### config.mk
export PLATFORM = sky130hd
export DESIGN_NAME = prefetch_fetch
export DESIGN_NICKNAME = d
export VERILOG_FILES = /design/src/rtl/core_pkg.sv /design/src/rtl/sync_fifo.sv /design/src/rtl/prefetch_fetch.sv
export SDC_FILE = /design/constraint.sdc
export NUM_CORES = 1
export LEC_CHECK = 0
export CORE_AREA = 2 2 165 167
export CTS_CLUSTER_DIAMETER = 200
export DETAILED_ROUTE_END_ITERATION = 8
export DIE_AREA = 0 0 167 169
export PLACE_DENSITY = 0.81
export SLEW_MARGIN = 30
export SYNTH_ARGS = -nofsm -noshare
export SYNTH_HDL_FRONTEND = slang
export SYNTH_SLANG_ARGS = --single-unit
export TNS_END_PERCENT = 1
### constraint.sdc
create_clock -name clk_i -period 6.5 [get_ports clk_i]
set_input_delay 1.3 -clock clk_i [delete_from_list [all_inputs] [get_ports clk_i]]
set_output_delay 1.3 -clock clk_i [all_outputs]
set_load 0.01 [all_outputs]
### src/rtl/core_pkg.sv
// Shared fetch-path types and constants.
package core_pkg;

  localparam int          INSTR_W      = 32;
  localparam logic [31:0] RESET_PC_DEF = 32'h0000_0000;

  typedef struct packed {
    logic [31:0]        pc;
    logic [INSTR_W-1:0] instr;
  } fetch_entry_t;

  function automatic logic [31:0] align_pc(input logic [31:0] pc);
    return {pc[31:2], 2'b00};
  endfunction

endpackage

### src/rtl/sync_fifo.sv
// Single-clock FIFO with flush; flush wins over push and pop.
module sync_fifo
  import core_pkg::*;
#(
  parameter int  DEPTH = 4,
  parameter type T     = fetch_entry_t
) (
  input  logic                         clk_i,
  input  logic                         rstn_i,
  input  logic                         flush_i,
  input  logic                         push_i,
  input  logic                         pop_i,
  input  T                             data_i,
  output T                             data_o,
  output logic                         full_o,
  output logic                         empty_o,
  output logic [$clog2(DEPTH+1)-1:0]   count_o
);

  localparam int AW = $clog2(DEPTH);
  localparam int CW = $clog2(DEPTH+1);

  T               mem [DEPTH];
  logic [AW-1:0]  wr_ptr;
  logic [AW-1:0]  rd_ptr;
  logic [CW-1:0]  count;
  logic           do_push;
  logic           do_pop;

  assign full_o  = (count == CW'(DEPTH));
  assign empty_o = (count == '0);
  assign count_o = count;
  assign data_o  = mem[rd_ptr];
  assign do_push = push_i && !flush_i && !full_o;
  assign do_pop  = pop_i && !flush_i && !empty_o;

  always_ff @(posedge clk_i) begin
    if (do_push) mem[wr_ptr] <= data_i;
  end

  // Pointers wrap naturally because DEPTH is a power of two.
  always_ff @(posedge clk_i) begin
    if (!rstn_i || flush_i) begin
      wr_ptr <= '0;
      rd_ptr <= '0;
      count  <= '0;
    end else begin
      if (do_push) wr_ptr <= wr_ptr + 1'b1;
      if (do_pop)  rd_ptr <= rd_ptr + 1'b1;
      unique case ({do_push, do_pop})
        2'b10:   count <= count + 1'b1;
        2'b01:   count <= count - 1'b1;
        default: count <= count;
      endcase
    end
  end

endmodule

### src/rtl/prefetch_fetch.sv
// IF stage: pipelined imem requests with credit control, prefetch FIFO and IF/ID register.
module prefetch_fetch
  import core_pkg::*;
#(
  parameter int          DEPTH           = 4,
  parameter int          MAX_OUTSTANDING = 2,
  parameter logic [31:0] RESET_PC        = RESET_PC_DEF
) (
  input  logic               clk_i,
  input  logic               rstn_i,
  input  logic               stall_i,
  input  logic               new_pc_i,
  input  logic [31:0]        pc_i,
  output logic               valid_o,
  output logic [INSTR_W-1:0] instr_o,
  output logic [31:0]        pc_o,
  output logic               req_o,
  output logic [31:0]        raddr_o,
  input  logic               gnt_i,
  input  logic               rvalid_i,
  input  logic [INSTR_W-1:0] rdata_i
);

  localparam int CW = $clog2(DEPTH+1);

  logic [CW-1:0] outstanding;
  logic [CW-1:0] out_next;
  logic [CW-1:0] discard;
  logic [CW-1:0] fifo_count;
  logic [CW:0]   credit;
  logic [31:0]   fetch_pc;
  logic [31:0]   resp_pc;
  logic [31:0]   target_pc;
  logic          hs;
  logic          resp_keep;
  logic          advance;
  logic          fifo_push;
  logic          fifo_pop;
  logic          fifo_full;
  logic          fifo_empty;
  fetch_entry_t  head;
  fetch_entry_t  resp_entry;

  assign target_pc  = align_pc(pc_i);
  assign credit     = {1'b0, fifo_count} + {1'b0, outstanding};
  assign req_o      = rstn_i && !new_pc_i && (outstanding < CW'(MAX_OUTSTANDING))
                      && (credit < (CW+1)'(DEPTH));
  assign raddr_o    = fetch_pc;
  assign hs         = req_o && gnt_i;
  // A response landing in the redirect cycle still belongs to the old stream.
  assign resp_keep  = rvalid_i && (discard == '0) && !new_pc_i;
  assign advance    = !new_pc_i && !stall_i;
  assign fifo_pop   = advance && !fifo_empty;
  assign fifo_push  = resp_keep && !(advance && fifo_empty);
  assign resp_entry = '{pc: resp_pc, instr: rdata_i};

  always_comb begin
    out_next = outstanding;
    unique case ({hs, rvalid_i})
      2'b10:   out_next = outstanding + 1'b1;
      2'b01:   out_next = outstanding - 1'b1;
      default: out_next = outstanding;
    endcase
  end

  sync_fifo #(
    .DEPTH (DEPTH),
    .T     (fetch_entry_t)
  ) u_fifo (
    .clk_i   (clk_i),
    .rstn_i  (rstn_i),
    .flush_i (new_pc_i),
    .push_i  (fifo_push),
    .pop_i   (fifo_pop),
    .data_i  (resp_entry),
    .data_o  (head),
    .full_o  (fifo_full),
    .empty_o (fifo_empty),
    .count_o (fifo_count)
  );

  // Request/response bookkeeping; discard counts in-flight responses of a dead stream.
  always_ff @(posedge clk_i) begin
    if (!rstn_i) begin
      fetch_pc    <= RESET_PC;
      resp_pc     <= RESET_PC;
      outstanding <= '0;
      discard     <= '0;
    end else begin
      outstanding <= out_next;
      if (new_pc_i) begin
        fetch_pc <= target_pc;
        resp_pc  <= target_pc;
        discard  <= out_next;
      end else begin
        if (hs)                         fetch_pc <= fetch_pc + 32'd4;
        if (resp_keep)                  resp_pc  <= resp_pc + 32'd4;
        if (rvalid_i && discard != '0)  discard  <= discard - 1'b1;
      end
    end
  end

  // IF/ID register: flush, then stall, then FIFO head, then bypass.
  always_ff @(posedge clk_i) begin
    if (!rstn_i) begin
      valid_o <= 1'b0;
      instr_o <= '0;
      pc_o    <= '0;
    end else if (new_pc_i) begin
      valid_o <= 1'b0;
    end else if (!stall_i) begin
      if (!fifo_empty) begin
        valid_o <= 1'b1;
        instr_o <= head.instr;
        pc_o    <= head.pc;
      end else if (resp_keep) begin
        valid_o <= 1'b1;
        instr_o <= rdata_i;
        pc_o    <= resp_pc;
      end else begin
        valid_o <= 1'b0;
      end
    end
  end

  a_out_max:  assert property (@(posedge clk_i) disable iff (!rstn_i)
                               outstanding <= CW'(MAX_OUTSTANDING));
  a_no_spur:  assert property (@(posedge clk_i) disable iff (!rstn_i)
                               !(rvalid_i && outstanding == '0));
  a_no_ovf:   assert property (@(posedge clk_i) disable iff (!rstn_i)
                               !(fifo_push && fifo_full));
  a_disc_le:  assert property (@(posedge clk_i) disable iff (!rstn_i)
                               discard <= outstanding);

endmodule
==> impl_metrics.env <==
export IMPL_status="completed"
export IMPL_finalPower_mw=5.339
export IMPL_power_switching_mw=1.191
export IMPL_first_iter_violations=771
export IMPL_cts_sinks=386
export IMPL_drv_cap=0
export IMPL_synth_compound_area_share_pct=6.534
export IMPL_h_tree_depth=2
export IMPL_yosys_area_share_adder_pct=1.220
export IMPL_vias=9538
export IMPL_initial_core_util_pct=58.82
export IMPL_cts_root_buffer="clkbuf_16"
export IMPL_arrival_ns=3.27
export IMPL_antenna_found_initial=0
export IMPL_powerDensity_mw_per_mm2=285.6
export IMPL_syn_inst=1075
export IMPL_path_max_fanout=13
export IMPL_synth_async_reset_ratio_pct=0
export IMPL_finalCriticalPeriod_ns=4.569
export IMPL_seqPwrFrac_pct=52.0
export IMPL_drive_gt1_share_pct=12.01
export IMPL_cts_tree="done"
export IMPL_rsz0062_at_grt="false"
export IMPL_worst_slew_pin_slew_ns=0.9694
export IMPL_power_internal_mw=4.148
export IMPL_final_core_util_pct=70.54
export IMPL_path_buf_inv=2
export IMPL_diodes=0
export IMPL_avgViaCountPerCell=5.999
export IMPL_comb_power_share_pct=8.1
export IMPL_setup_violations_final=0
export IMPL_ir_drop_mv=0.1879
export IMPL_core_sq_mm=0.02650
export IMPL_synthXorXnorAreaFrac_pct=3.540
export IMPL_clockPowerShare_pct=40.0
export IMPL_fmax_mhz=218.9
export IMPL_ios=168
export IMPL_crit_required_ns=5.20
export IMPL_fin_tns_setup_ns=0
export IMPL_place_congestion=0.8433
export IMPL_slew_headroom_pct=35.37
export IMPL_layout_common_cells="edfxtp_1, clkdlybuf4s50_1, dfxtp_1"
export IMPL_fin_ws_ns=1.931
export IMPL_synthMuxAreaShare_pct=13.27
export IMPL_critPathLaunchType="input pin"
export IMPL_worstSkewPairLatency_ns=0.53
export IMPL_die_x_um=167
export IMPL_end_kind="output port"
export IMPL_syn_area_sq_mm=0.01559
export IMPL_critical_path_top_delay_family="buffers and inverters"
export IMPL_drc=0
export IMPL_area_delta_synth_final_pct=19.93
export IMPL_antenna_left=0
export IMPL_post_place_ws_ns=1.881
export IMPL_crit_path_frequent_cell="clkdlybuf4s50_1"
export IMPL_yosysSeqAreaShare_pct=65.50
export IMPL_layout_worst_path_cycle_share_pct=70.29
export IMPL_layout_commonest_cell="edfxtp_1"
export IMPL_clock_path_buffers=3
export IMPL_fin_nets=1303
export IMPL_cts_hold_buf=0
export IMPL_synth_avg_cell_area_sq_um=14.50
export IMPL_post_cts_setup_buffer_count=0
export IMPL_grt_overflow_total=0
export IMPL_hold_ws_ns=0.4916
export IMPL_grt_pass1_vias=9464
export IMPL_synth_top_family_by_area="multiplexers"
export IMPL_slowest_stage="clkdlybuf4s50_1"
export IMPL_rows=60
export IMPL_critical_path_class="input pin to output port"
export IMPL_leakagePower_nw=6.295
export IMPL_yosysUniqueCellTypes=45
export IMPL_postCtsResizedCells=0
export IMPL_hold_path_class="flip-flop to flip-flop"
export IMPL_switching_share_pct=22.31
export IMPL_synth_warnings=0
export IMPL_synth_flop_cell="edfxtp_1"
export IMPL_detailed_place_hpwl_um=19050
export IMPL_yosys_area_share_simple_pct=7.345
export IMPL_cp_cell_sequence="clkdlybuf4s50_1, nor4b_4, and3_1, clkdlybuf4s50_1"
export IMPL_grt_use_total_pct=22.67
export IMPL_dieArea_sq_mm=0.02822
export IMPL_hold_viol=0
export IMPL_clk_pin_slew_ns=0.06
export IMPL_cts_buffers=38
export IMPL_slew_viol_final=0
export IMPL_synth_edf_count=248
export IMPL_synth_seq_cells=386
export IMPL_numPortBuffers=161
export IMPL_wl_um=32100
export IMPL_die_h_um=169
export IMPL_max_stage_delay_ns=0.74
export IMPL_grt_pass1_wl_um=50630
export IMPL_wl_per_cell_um=20.19
export IMPL_skew_ns=0.01913
export IMPL_first_pass_iters=5
export IMPL_grt_start_max_net_pins=101
## area by class of cell
type	instances	area [sq um]
fillers	1689	7806
multi-input cells	597	5021
inverters	24	93.84
well taps	341	426.7
clock buffers	59	1125
clock inverters	11	102.6
repair buffers	172	1710
flip-flops and latches	386	10210
## tightest hold or removal path: stages (launching register included)
cell and delay [ns]:
dfxtp_1 0.33, a21oi_1 0.06, nor2_1 0.07
## per-layer routing
metal | global-route usage (%) | part of all wire [%] | vias to the layer above
met3 | 3.694 | 6.7 | 49
met2 | 37.68 | 49 | 375
met4 | 5.810 | 1.7 | 0
li1 | - | - | 4396
met1 | 31.65 | 43 | 4718
met5 | 0 | 0 | -
## registers in the layout (all words and copies together), names as in the netlist, 2 cells and up, named ones only
signal          flops
pc_o               30
discard             3
resp_pc            30
outstanding         3
instr_o            32
u_fifo.count_o      3
raddr_o            30
u_fifo.wr_ptr       2
u_fifo.rd_ptr       2
u_fifo.mem        248
## cells by family after synthesis
family | count (synthesis)
AOI/OAI and AO/OA | 167
xor gates and xnor gates | 63
adders and majority gates | 14
buffers and inverters | 95
DFF | 386
muxes | 129
other | 1
and+or+nand+nor | 220
## synthesized netlist by cell type, drive strengths merged (2+ instances only)
| cell | instances | share of area [%] |
|---|---|---|
| edfxtp | 248 | 48 |
| dfxtp | 138 | 18 |
| nor2 | 86 | 2.1 |
| mux2i | 66 | 4.2 |
| a211oi | 65 | 3.2 |
| a21oi | 62 | 2.0 |
| mux4 | 62 | 9.0 |
| xnor2 | 45 | 2.5 |
| clkbuf | 44 | 1.1 |
| o21ai | 34 | 1.1 |
| buf | 27 | 0.92 |
| inv | 24 | 0.58 |
| nor3 | 23 | 0.74 |
| nand3 | 22 | 0.71 |
| nand2 | 21 | 0.51 |
| nand4 | 20 | 0.88 |
| xor2 | 18 | 1.0 |
| nor4 | 15 | 0.78 |
| ha | 12 | 0.96 |
| and2 | 7 | 0.28 |
| and4 | 7 | 0.39 |
| and3 | 4 | 0.16 |
| a31oi | 3 | 0.12 |
| or3 | 3 | 0.12 |
| a311oi | 2 | 0.11 |
| fa | 2 | 0.26 |
| nand2b | 2 | 0.080 |
| nor3b | 2 | 0.096 |
| nor4b | 2 | 0.21 |
| or2 | 2 | 0.080 |
## power groups by stage
| stage | Clock, mW | Sequential (mW) | Combinational (mW) |
|---|---|---|---|
| 6_report | 2.13 | 2.77 | 0.430 |
| 4_1_cts | 2.16 | 2.77 | 0.431 |
| 3_3_place_gp | 0 | 2.82 | 0.415 |
| 3_5_place_dp | 0 | 2.82 | 0.427 |
| 5_1_grt | 2.26 | 2.78 | 0.470 |
| 2_1_floorplan | 0 | 2.82 | 0.221 |
## worst paths after layout
path                            slack [ns]  cells after the start       start           endpoint
worst max-delay path                  1.93                      4    new_pc_i              req_o
worst min register to register        0.49                      2     valid_o            valid_o
worst max register to register        3.63                      6  discard[0]  u_fifo.mem[3][44]
worst min-delay path                  0.49                      2     valid_o            valid_o
## per-stage QoR
step / instance area, sq um / instances
after global routing: 18690 / 1590
after global placement: 17440 / 1519
after floorplan: 15600 / 1078
after CTS: 18670 / 1589
final: 18690 / 1590
after detailed placement: 17440 / 1519
No activity file was read; power rests on OpenSTA's default activity.
